==> config.mk <==
export PLATFORM = sky130hd
export DESIGN_NAME = sram_axi_bridge
export DESIGN_NICKNAME = d
export VERILOG_FILES = /design/src/rtl/sram_axi_bridge_pkg.sv /design/src/rtl/sram_axi_bridge.sv
export SDC_FILE = /design/constraint.sdc
export NUM_CORES = 1
export LEC_CHECK = 0
export ABC_AREA = 1
export BUFFER_PORTS_ARGS = -buffer_cell sky130_fd_sc_hd__clkbuf_2
export CORE_MARGIN = 8
export CORE_UTILIZATION = 30
export DETAILED_ROUTE_END_ITERATION = 7
export GPL_TIMING_DRIVEN = 1
export PLACE_DENSITY_LB_ADDON = 0.2
export SETUP_SLACK_MARGIN = 0.05
export SYNTH_ARGS = -nofsm -noshare
export SYNTH_HDL_FRONTEND = slang
export SYNTH_SLANG_ARGS = --single-unit
==> constraint.sdc <==
create_clock -name clk -period 1.7 [get_ports clk]
set_input_delay 0.17 -clock clk [delete_from_list [all_inputs] [get_ports clk]]
set_output_delay 0.17 -clock clk [all_outputs]
set_load 0.05 [all_outputs]
==> src/rtl/sram_axi_bridge_pkg.sv <==
// Shared constants for the SRAM-to-AXI bridge: FSM state encoding,
// transaction owner IDs and SRAM size codes.
package sram_axi_bridge_pkg;

  typedef enum logic [2:0] {
    ST_IDLE    = 3'd0,
    ST_RD_ADDR = 3'd1,
    ST_RD_DATA = 3'd2,
    ST_WR_REQ  = 3'd3,
    ST_WR_RESP = 3'd4
  } state_e;

  localparam logic ID_INST = 1'b0;
  localparam logic ID_DATA = 1'b1;

  localparam logic [1:0] SIZE_BYTE = 2'd0;
  localparam logic [1:0] SIZE_HALF = 2'd1;
  localparam logic [1:0] SIZE_WORD = 2'd2;

endpackage

==> src/rtl/sram_axi_bridge.sv <==
// Arbitrates fetch and data SRAM-like requests onto one single-beat AXI master,
// one transaction in flight; data requests win over fetches in the same cycle.
module sram_axi_bridge
  import sram_axi_bridge_pkg::*;
#(
  parameter int ADDR_W = 32,
  parameter int DATA_W = 32
) (
  input  logic              clk,
  input  logic              reset,
  input  logic              inst_req,
  input  logic [ADDR_W-1:0] inst_addr,
  output logic              inst_addr_ok,
  output logic              inst_data_ok,
  output logic [DATA_W-1:0] inst_rdata,
  input  logic              data_req,
  input  logic              data_wr,
  input  logic [1:0]        data_size,
  input  logic [ADDR_W-1:0] data_addr,
  input  logic [3:0]        data_wstrb,
  input  logic [DATA_W-1:0] data_wdata,
  output logic              data_addr_ok,
  output logic              data_data_ok,
  output logic [DATA_W-1:0] data_rdata,
  output logic              arid,
  output logic [ADDR_W-1:0] araddr,
  output logic [2:0]        arsize,
  output logic              arvalid,
  input  logic              arready,
  input  logic              rid,
  input  logic [DATA_W-1:0] rdata,
  input  logic              rvalid,
  output logic              rready,
  output logic [ADDR_W-1:0] awaddr,
  output logic [2:0]        awsize,
  output logic              awvalid,
  input  logic              awready,
  output logic [DATA_W-1:0] wdata,
  output logic [3:0]        wstrb,
  output logic              wvalid,
  input  logic              wready,
  input  logic              bvalid,
  output logic              bready,
  output logic [2:0]        dbg_state
);

  // Handshakes: a transfer happens on a rising edge where valid && ready;
  // a master holds valid and payload steady until that edge, and the bridge
  // treats req/addr_ok on the SRAM side the same way.

  state_e            state_q, state_d;
  logic              owner_q, owner_d;
  logic [ADDR_W-1:0] addr_q, addr_d;
  logic [1:0]        size_q, size_d;
  logic [3:0]        wstrb_q, wstrb_d;
  logic [DATA_W-1:0] wdata_q, wdata_d;
  logic              aw_done_q, aw_done_d;
  logic              w_done_q, w_done_d;
  logic [DATA_W-1:0] inst_rdata_q, inst_rdata_d;
  logic [DATA_W-1:0] data_rdata_q, data_rdata_d;
  logic              inst_data_ok_q, inst_data_ok_d;
  logic              data_data_ok_q, data_data_ok_d;

  // Only one transaction is ever outstanding, so rid carries no routing info.
  logic unused_rid;
  assign unused_rid = rid;

  always_comb begin
    state_d        = state_q;
    owner_d        = owner_q;
    addr_d         = addr_q;
    size_d         = size_q;
    wstrb_d        = wstrb_q;
    wdata_d        = wdata_q;
    aw_done_d      = aw_done_q;
    w_done_d       = w_done_q;
    inst_rdata_d   = inst_rdata_q;
    data_rdata_d   = data_rdata_q;
    inst_data_ok_d = 1'b0;
    data_data_ok_d = 1'b0;
    inst_addr_ok   = 1'b0;
    data_addr_ok   = 1'b0;
    arvalid        = 1'b0;
    rready         = 1'b0;
    awvalid        = 1'b0;
    wvalid         = 1'b0;
    bready         = 1'b0;
    case (state_q)
      ST_IDLE: begin
        if (data_req) begin
          data_addr_ok = 1'b1;
          owner_d      = ID_DATA;
          addr_d       = data_addr;
          size_d       = data_size;
          wstrb_d      = data_wstrb;
          wdata_d      = data_wdata;
          aw_done_d    = 1'b0;
          w_done_d     = 1'b0;
          state_d      = data_wr ? ST_WR_REQ : ST_RD_ADDR;
        end else if (inst_req) begin
          inst_addr_ok = 1'b1;
          owner_d      = ID_INST;
          addr_d       = inst_addr;
          size_d       = SIZE_WORD;
          state_d      = ST_RD_ADDR;
        end
      end
      ST_RD_ADDR: begin
        arvalid = 1'b1;
        if (arready) state_d = ST_RD_DATA;
      end
      ST_RD_DATA: begin
        rready = 1'b1;
        if (rvalid) begin
          if (owner_q == ID_DATA) begin
            data_rdata_d   = rdata;
            data_data_ok_d = 1'b1;
          end else begin
            inst_rdata_d   = rdata;
            inst_data_ok_d = 1'b1;
          end
          state_d = ST_IDLE;
        end
      end
      ST_WR_REQ: begin
        // Address and data channels complete independently, in either order.
        awvalid   = !aw_done_q;
        wvalid    = !w_done_q;
        aw_done_d = aw_done_q | awready;
        w_done_d  = w_done_q | wready;
        if (aw_done_d && w_done_d) begin
          aw_done_d = 1'b0;
          w_done_d  = 1'b0;
          state_d   = ST_WR_RESP;
        end
      end
      ST_WR_RESP: begin
        bready = 1'b1;
        if (bvalid) begin
          data_data_ok_d = 1'b1;
          state_d        = ST_IDLE;
        end
      end
      default: state_d = ST_IDLE;
    endcase
  end

  always_ff @(posedge clk) begin
    if (reset) begin
      state_q        <= ST_IDLE;
      owner_q        <= ID_INST;
      addr_q         <= '0;
      size_q         <= '0;
      wstrb_q        <= '0;
      wdata_q        <= '0;
      aw_done_q      <= 1'b0;
      w_done_q       <= 1'b0;
      inst_rdata_q   <= '0;
      data_rdata_q   <= '0;
      inst_data_ok_q <= 1'b0;
      data_data_ok_q <= 1'b0;
    end else begin
      state_q        <= state_d;
      owner_q        <= owner_d;
      addr_q         <= addr_d;
      size_q         <= size_d;
      wstrb_q        <= wstrb_d;
      wdata_q        <= wdata_d;
      aw_done_q      <= aw_done_d;
      w_done_q       <= w_done_d;
      inst_rdata_q   <= inst_rdata_d;
      data_rdata_q   <= data_rdata_d;
      inst_data_ok_q <= inst_data_ok_d;
      data_data_ok_q <= data_data_ok_d;
    end
  end

  assign arid         = owner_q;
  assign araddr       = addr_q;
  assign arsize       = {1'b0, size_q};
  assign awaddr       = addr_q;
  assign awsize       = {1'b0, size_q};
  assign wdata        = wdata_q;
  assign wstrb        = wstrb_q;
  assign inst_rdata   = inst_rdata_q;
  assign data_rdata   = data_rdata_q;
  assign inst_data_ok = inst_data_ok_q;
  assign data_data_ok = data_data_ok_q;
  assign dbg_state    = state_q;

endmodule

* Yosys cells after proc, flatten, opt, wreduce, memory -nomap -nowiden
Index checks and enable logic that the tools add are counted.
W data, S select, Z words.
** Word-level totals
- Flip-flop bits (word level) :: 142
- Output and inout port bits :: 183
** Operators by class
- Eq/ne operators :: 10
- Mux-type cells :: 34
- Bitwise logic cells :: 5
- Reductions and logical operators :: 13
** Operators by type and width (count)
- $mux W32 :: 2
- $mux W1 :: 19
- $mux W3 :: 6
- $pmux W3 S5 :: 1
- $ne A2 B2 Y1 const B :: 5
- $eq A3 B2 Y1 const B :: 2
- $mux W2 :: 3
- $pmux W1 S2 :: 3
- $reduce_and A2 Y1 :: 3
- $reduce_and A3 Y1 :: 2
- $reduce_and A5 Y1 :: 1
- $reduce_bool A2 Y1 :: 2
- $eq A3 B1 Y1 const B :: 1
- $eq A3 B3 Y1 const B :: 1
- $logic_not A3 Y1 :: 1
- $ne A3 B3 Y1 const B :: 1
- $not A1 Y1 :: 3
- $reduce_or A3 Y1 :: 1
- $logic_not A1 Y1 :: 2
- $or A1 B1 Y1 :: 2
- $logic_and A1 B1 Y1 :: 1

* Depth between registers and ports, before layout
- Depth after elaboration :: 4
- Mapped depth :: 8

* Worst setup path after synthesis
OpenSTA, ideal clock, no wires.
- Path kind :: register -> register
- Start :: reg state_q[2] (netlist: dbg_state[2])
- End :: reg data_data_ok_q (netlist: data_data_ok)
- Setup time :: 71 ps
- Arrival :: 2320 ps
- Required time :: 1629 ps
- Setup slack :: -691 ps
- Stages on the path, launching flop included :: 5
- Path buffers :: 0
- Clock period less this slack :: 2391 ps
- Cells stage by stage :: dfxtp_1 > inv_1 > nor3_1 > nand2_1 > a21oi_1
** On the way
- Word-level cells in the longest chain between the ends :: 2
- Elaborated cells on any way between the ends :: 3
** RTL lines
- start: declaration :: RTL line sram_axi_bridge.sv:51 : state_e state_q, state_d;
- start signal: assignment :: RTL line sram_axi_bridge.sv:163 : state_q <= state_d;
- $eq A3 B3 Y1 / $eq A3 B2 Y1 (equally long branches) :: RTL line sram_axi_bridge.sv:88 : case (state_q)
- $pmux W1 S2 (*) :: RTL line sram_axi_bridge.sv:88
- end signal: assignment :: RTL line sram_axi_bridge.sv:174 : data_data_ok_q <= data_data_ok_d;
- end: declaration :: RTL line sram_axi_bridge.sv:62 : logic data_data_ok_q, data_data_ok_d;
Mark *: on every way between the ends. The rest lies on a longest branch, timed or not.
A chain may end at the register's enable or synchronous reset.

* Final worst setup path
- Start :: reg state_q[1] (netlist: dbg_state[1])
- End :: out data_addr_ok
** On the way
- Word-level cells in the longest chain between the ends :: 2
** RTL lines
- $logic_not A3 Y1 :: RTL line sram_axi_bridge.sv:88
- $mux W1 :: RTL line sram_axi_bridge.sv:88
- end: declaration :: RTL line sram_axi_bridge.sv:22 : output logic data_addr_ok,
Every way passes these cells.

==> results_tabular.tex <==
\begin{tabular}{lr}
\hline
Metric & Value \\
\hline
\multicolumn{2}{l}{\textbf{Worst setup path}} \\
\quad Critical path startpoint & dbg\_state[1] \\
\quad Critical path class & flip-flop to output pin \\
\quad Data required time at the worst endpoint & roughly 1.5 ns \\
\quad Nature of the critical path startpoint & flip-flop \\
\quad Reg2Reg Launch Point & dbg\_state[1] \\
\quad Critical path arrival & $\sim$1.5 ns \\
\quad Critical Path Sink Type & output pin \\
\quad Register-to-register setup slack & 0.22 ns \\
\quad Critical path peak fanout & 5 \\
\multicolumn{2}{l}{\textbf{Min path}} \\
\quad HP Class & input port to flip-flop \\
\quad Hold wc startpoint & rdata[28] \\
\multicolumn{2}{l}{\textbf{Floorplanning}} \\
\quad Row count & 50 \\
\quad Floorplan Core Area & around 18,000 um2 \\
\quad Width of the chip & approximately 150 um \\
\quad Top Ports & approximately 330 \\
\quad Overall die area & roughly 23,000 um2 \\
\quad Starting density of the core & 0.302 \\
\quad Die Y-Extent & $\sim$150 um \\
\multicolumn{2}{l}{\textbf{Route}} \\
\quad Per-cell via count in the routed design & 4.50 \\
\quad First-pass iteration count of the detailed router & 5 \\
\quad Initial DRC count & between 200 and 300 \\
\quad Total length of routed wires & approximately 21 mm \\
\quad Routed wire per std cell & about 15 um \\
\quad Antenna-violating nets left & 0 \\
\quad Count of vias placed by the detailed router & around 6.2k \\
\quad DRC violations left & 0 \\
\multicolumn{2}{l}{\textbf{Global routing}} \\
\quad Pin count of the biggest net entering global routing & 66 \\
\quad Initial antenna violation count & 1 \\
\quad Number of global-route vias before repair & about 6.4k \\
\quad Final global-route overflow total & 0 \\
\quad Wire length of the first global-routing pass & between 30 and 40 mm \\
\quad GRT Overall Usage & 0.181 \\
\multicolumn{2}{l}{\textbf{Timing}} \\
\quad Setup repair after global routing missed its margin & yes \\
\quad Final setup fails & 0 \\
\quad Number of slew-limit violations in the final report & 0 \\
\quad Final critical-path setup slack & around 0.06 ns \\
\quad Clock skew after layout & about 0.0080 ns \\
\quad Fin crit period & $\sim$1.6 ns \\
\quad Number of hold violations in the final report & 0 \\
\quad Final clock period utilization by the worst path & 0.965 \\
\quad Max Fclk & a little over 600 MHz \\
\multicolumn{2}{l}{\textbf{Synth}} \\
\quad Count of yosys warnings during synthesis & 0 \\
\quad Distinct cell type count after synthesis & 23 \\
\quad Cell area after synthesis & between 5000 and 6000 um2 \\
\quad Flip-flop and latch count after synthesis & 142 \\
\quad Mean area per synthesized cell & between 7 and 8 um2 \\
\quad Number of cells produced by synthesis & between 700 and 800 \\
\quad Sequential-to-total area share from yosys stat & 0.511 \\
\multicolumn{2}{l}{\textbf{Finish}} \\
\quad FILL cells & approximately 1.8k \\
\quad Fin nets & between 1k and 1.5k \\
\quad Finished Layout Cells & roughly 1.4k \\
\quad Fraction of layout cells with a size suffix above 1 & 0.358 \\
\quad Synthesis-to-finish area growth & 63.5\% \\
\quad Final std cell area, no fill & between 9000 and 10,000 um2 \\
\multicolumn{2}{l}{\textbf{Power}} \\
\quad Power after layout & between 15 and 20 mW \\
\quad Share of total power in the clock network & 0.228 \\
\quad Sequential power share & 0.275 \\
\quad Switching part of the total power & 0.499 \\
\quad Cell leakage power & around 4.4 nW \\
\quad Net switching power & a little under 9 mW \\
\quad IR Drop Worst-Case VDD & $\sim$0.0015 V \\
\quad Combinational cell fraction of total power & 0.497 \\
\quad Cell-internal power & about 8.7 mW \\
\quad Power per standard cell area & between 1500 and 2000 nW/um2 \\
\multicolumn{2}{l}{\textbf{Placed design}} \\
\quad Gp weighted congestion & just under 0.8 \\
\quad DP Worst Slack & approximately 0.1 ns \\
\quad Hpwl dp & approximately 15 mm \\
\quad Instance count after placement with tap cells included & between 1k and 1.5k \\
\quad Post-Place Cell Area & 7270 um2 \\
\quad Port Buf Inserts & between 300 and 400 \\
\multicolumn{2}{l}{\textbf{Clocking}} \\
\quad CTS tree & yes \\
\quad Number of clock buffers inserted by TritonCTS & 17 \\
\quad H-tree depth reported by CTS & 4 \\
\quad Clock transition time at the flip-flop clock pins of the worst setup and hold paths & roughly 0.06 ns \\
\quad Number of clock sinks seen by CTS & approximately 140 \\
\quad Maximum count of clock buffers along a single path & 2 \\
\quad Clk\_lat worst skew & about 0.42 ns \\
\quad Clk Tree Root Cell & clkbuf\_16 \\
\multicolumn{2}{l}{\textbf{Run}} \\
\quad Max Cap Violations & 0 \\
\multicolumn{2}{l}{\textbf{Run status}} \\
\quad Status & finished clean \\
\hline
\end{tabular}
[power by group through the flow]
stage          registers [mW]  clock network (mW)  logic [mW]
2_1_floorplan            7.55                   0        3.76
3_3_place_gp             4.83                   0        8.15
3_5_place_dp             4.84                   0        8.17
4_1_cts                  4.78                4.09        8.64
5_1_grt                  4.89                4.23        9.14
6_report                 4.78                3.97        8.64
[critical path, cell delays in order, from the launching register on]
cell and delay (ns):
dfxtp_4 0.36, buf_6 0.13, nor2_4 0.10, nand2_4 0.09
nor2_4 0.10, buf_6 0.13, buf_12 0.13
[timing repair]
action | in CTS | in global routing
hold endpoints to repair | 77 | 0
setup buffers | 7 | 1
endpoints found under the setup margin | 7 | 29
pin swaps | 4 | 3
resized for setup | 20 | 9
hold buffers | 105 | 0
[metal layers]
layer,global-route usage,share of wire
met3,0.0729,0.089
met5,0,0
met2,0.311,0.48
met4,0.0566,0.017
met1,0.202,0.41
[final cells by class]
type,instances,area [um2],share of cell area
clock inverters,13,175,0.0192
multi-input cells,492,2220,0.244
clock buffers,19,453,0.0498
flip-flops and latches,142,2850,0.313
repair buffers,462,3040,0.334
diodes,1,2.50,0.000275
inverters,16,71.3,0.00783
well taps,234,293,0.0322
[logic make-up (layout without fill, tap and decap cells)]
group           after synthesis  count (layout)  share of synthesized area
simple gates                318             318                      0.224
compound gates              172             172                      0.162
flops                       142             142                      0.511
buf+inv                     100             510                      0.103
other cells                   1               3                   0.000674
[state kept, by name, indices dropped and copies added (netlist names)]
| name | count |
|---|---|
| araddr | 32 |
| arid | 1 |
| aw_done_q | 1 |
| data_data_ok | 1 |
| data_rdata | 32 |
| dbg_state | 3 |
| inst_data_ok | 1 |
| inst_rdata | 32 |
| size_q | 2 |
| w_done_q | 1 |
| wdata | 32 |
| wstrb | 4 |
[cells in the final DEF (no fill, tap or decap), types with 17 or more instances in the layout]
master and n:
clkbuf_2 318, dfxtp_1 139, nand2_1 79, o21ai_1 39, nor2_1 216, dlygate4sd3_1 105
buf_4 27, clkbuf_16 17, a31oi_1 32, o21ai_0 96
[synth_stat cells]
cell type | count | share of area
a21oi_1 | 5 | 0.0045
a31oi_1 | 32 | 0.036
buf_2 | 9 | 0.0081
buf_4 | 42 | 0.057
buf_6 | 4 | 0.0081
clkbuf_1 | 29 | 0.020
clkinv_1 | 2 | 0.0013
conb_1 | 1 | 0.00067
dfxtp_1 | 142 | 0.51
inv_1 | 11 | 0.0074
inv_2 | 3 | 0.0020
nand2_1 | 80 | 0.054
nand2_2 | 2 | 0.0022
nand3_1 | 7 | 0.0063
nand3_2 | 1 | 0.0018
nand3b_1 | 1 | 0.0013
nand4_1 | 3 | 0.0034
nor2_1 | 219 | 0.15
nor2_2 | 3 | 0.0034
nor3_1 | 1 | 0.00090
nor3_4 | 1 | 0.0029
o21ai_0 | 127 | 0.11
o21ai_1 | 8 | 0.0072
[through the flow]
step                      hold slack [ns]  setup TNS, ns  utilization
after CTS                        0.000129       -0.00688        0.491
after detailed placement            0.399              0        0.394
after global placement              0.392              0        0.394
after floorplan                     0.239          -3.19            -
final                              0.0239              0        0.493
after global routing               0.0178        -0.0230        0.493
[path summary, 6_finish.rpt]
| path | depth (start not counted) | endpoint |
|---|---|---|
| setup / recovery | 6 | data_addr_ok |
| hold / removal | 3 | inst_rdata[28] |
| setup reg to reg | 9 | wdata[20] |
| hold reg to reg | 2 | inst_rdata[11] |
No activity file was read; power rests on OpenSTA's default activity.
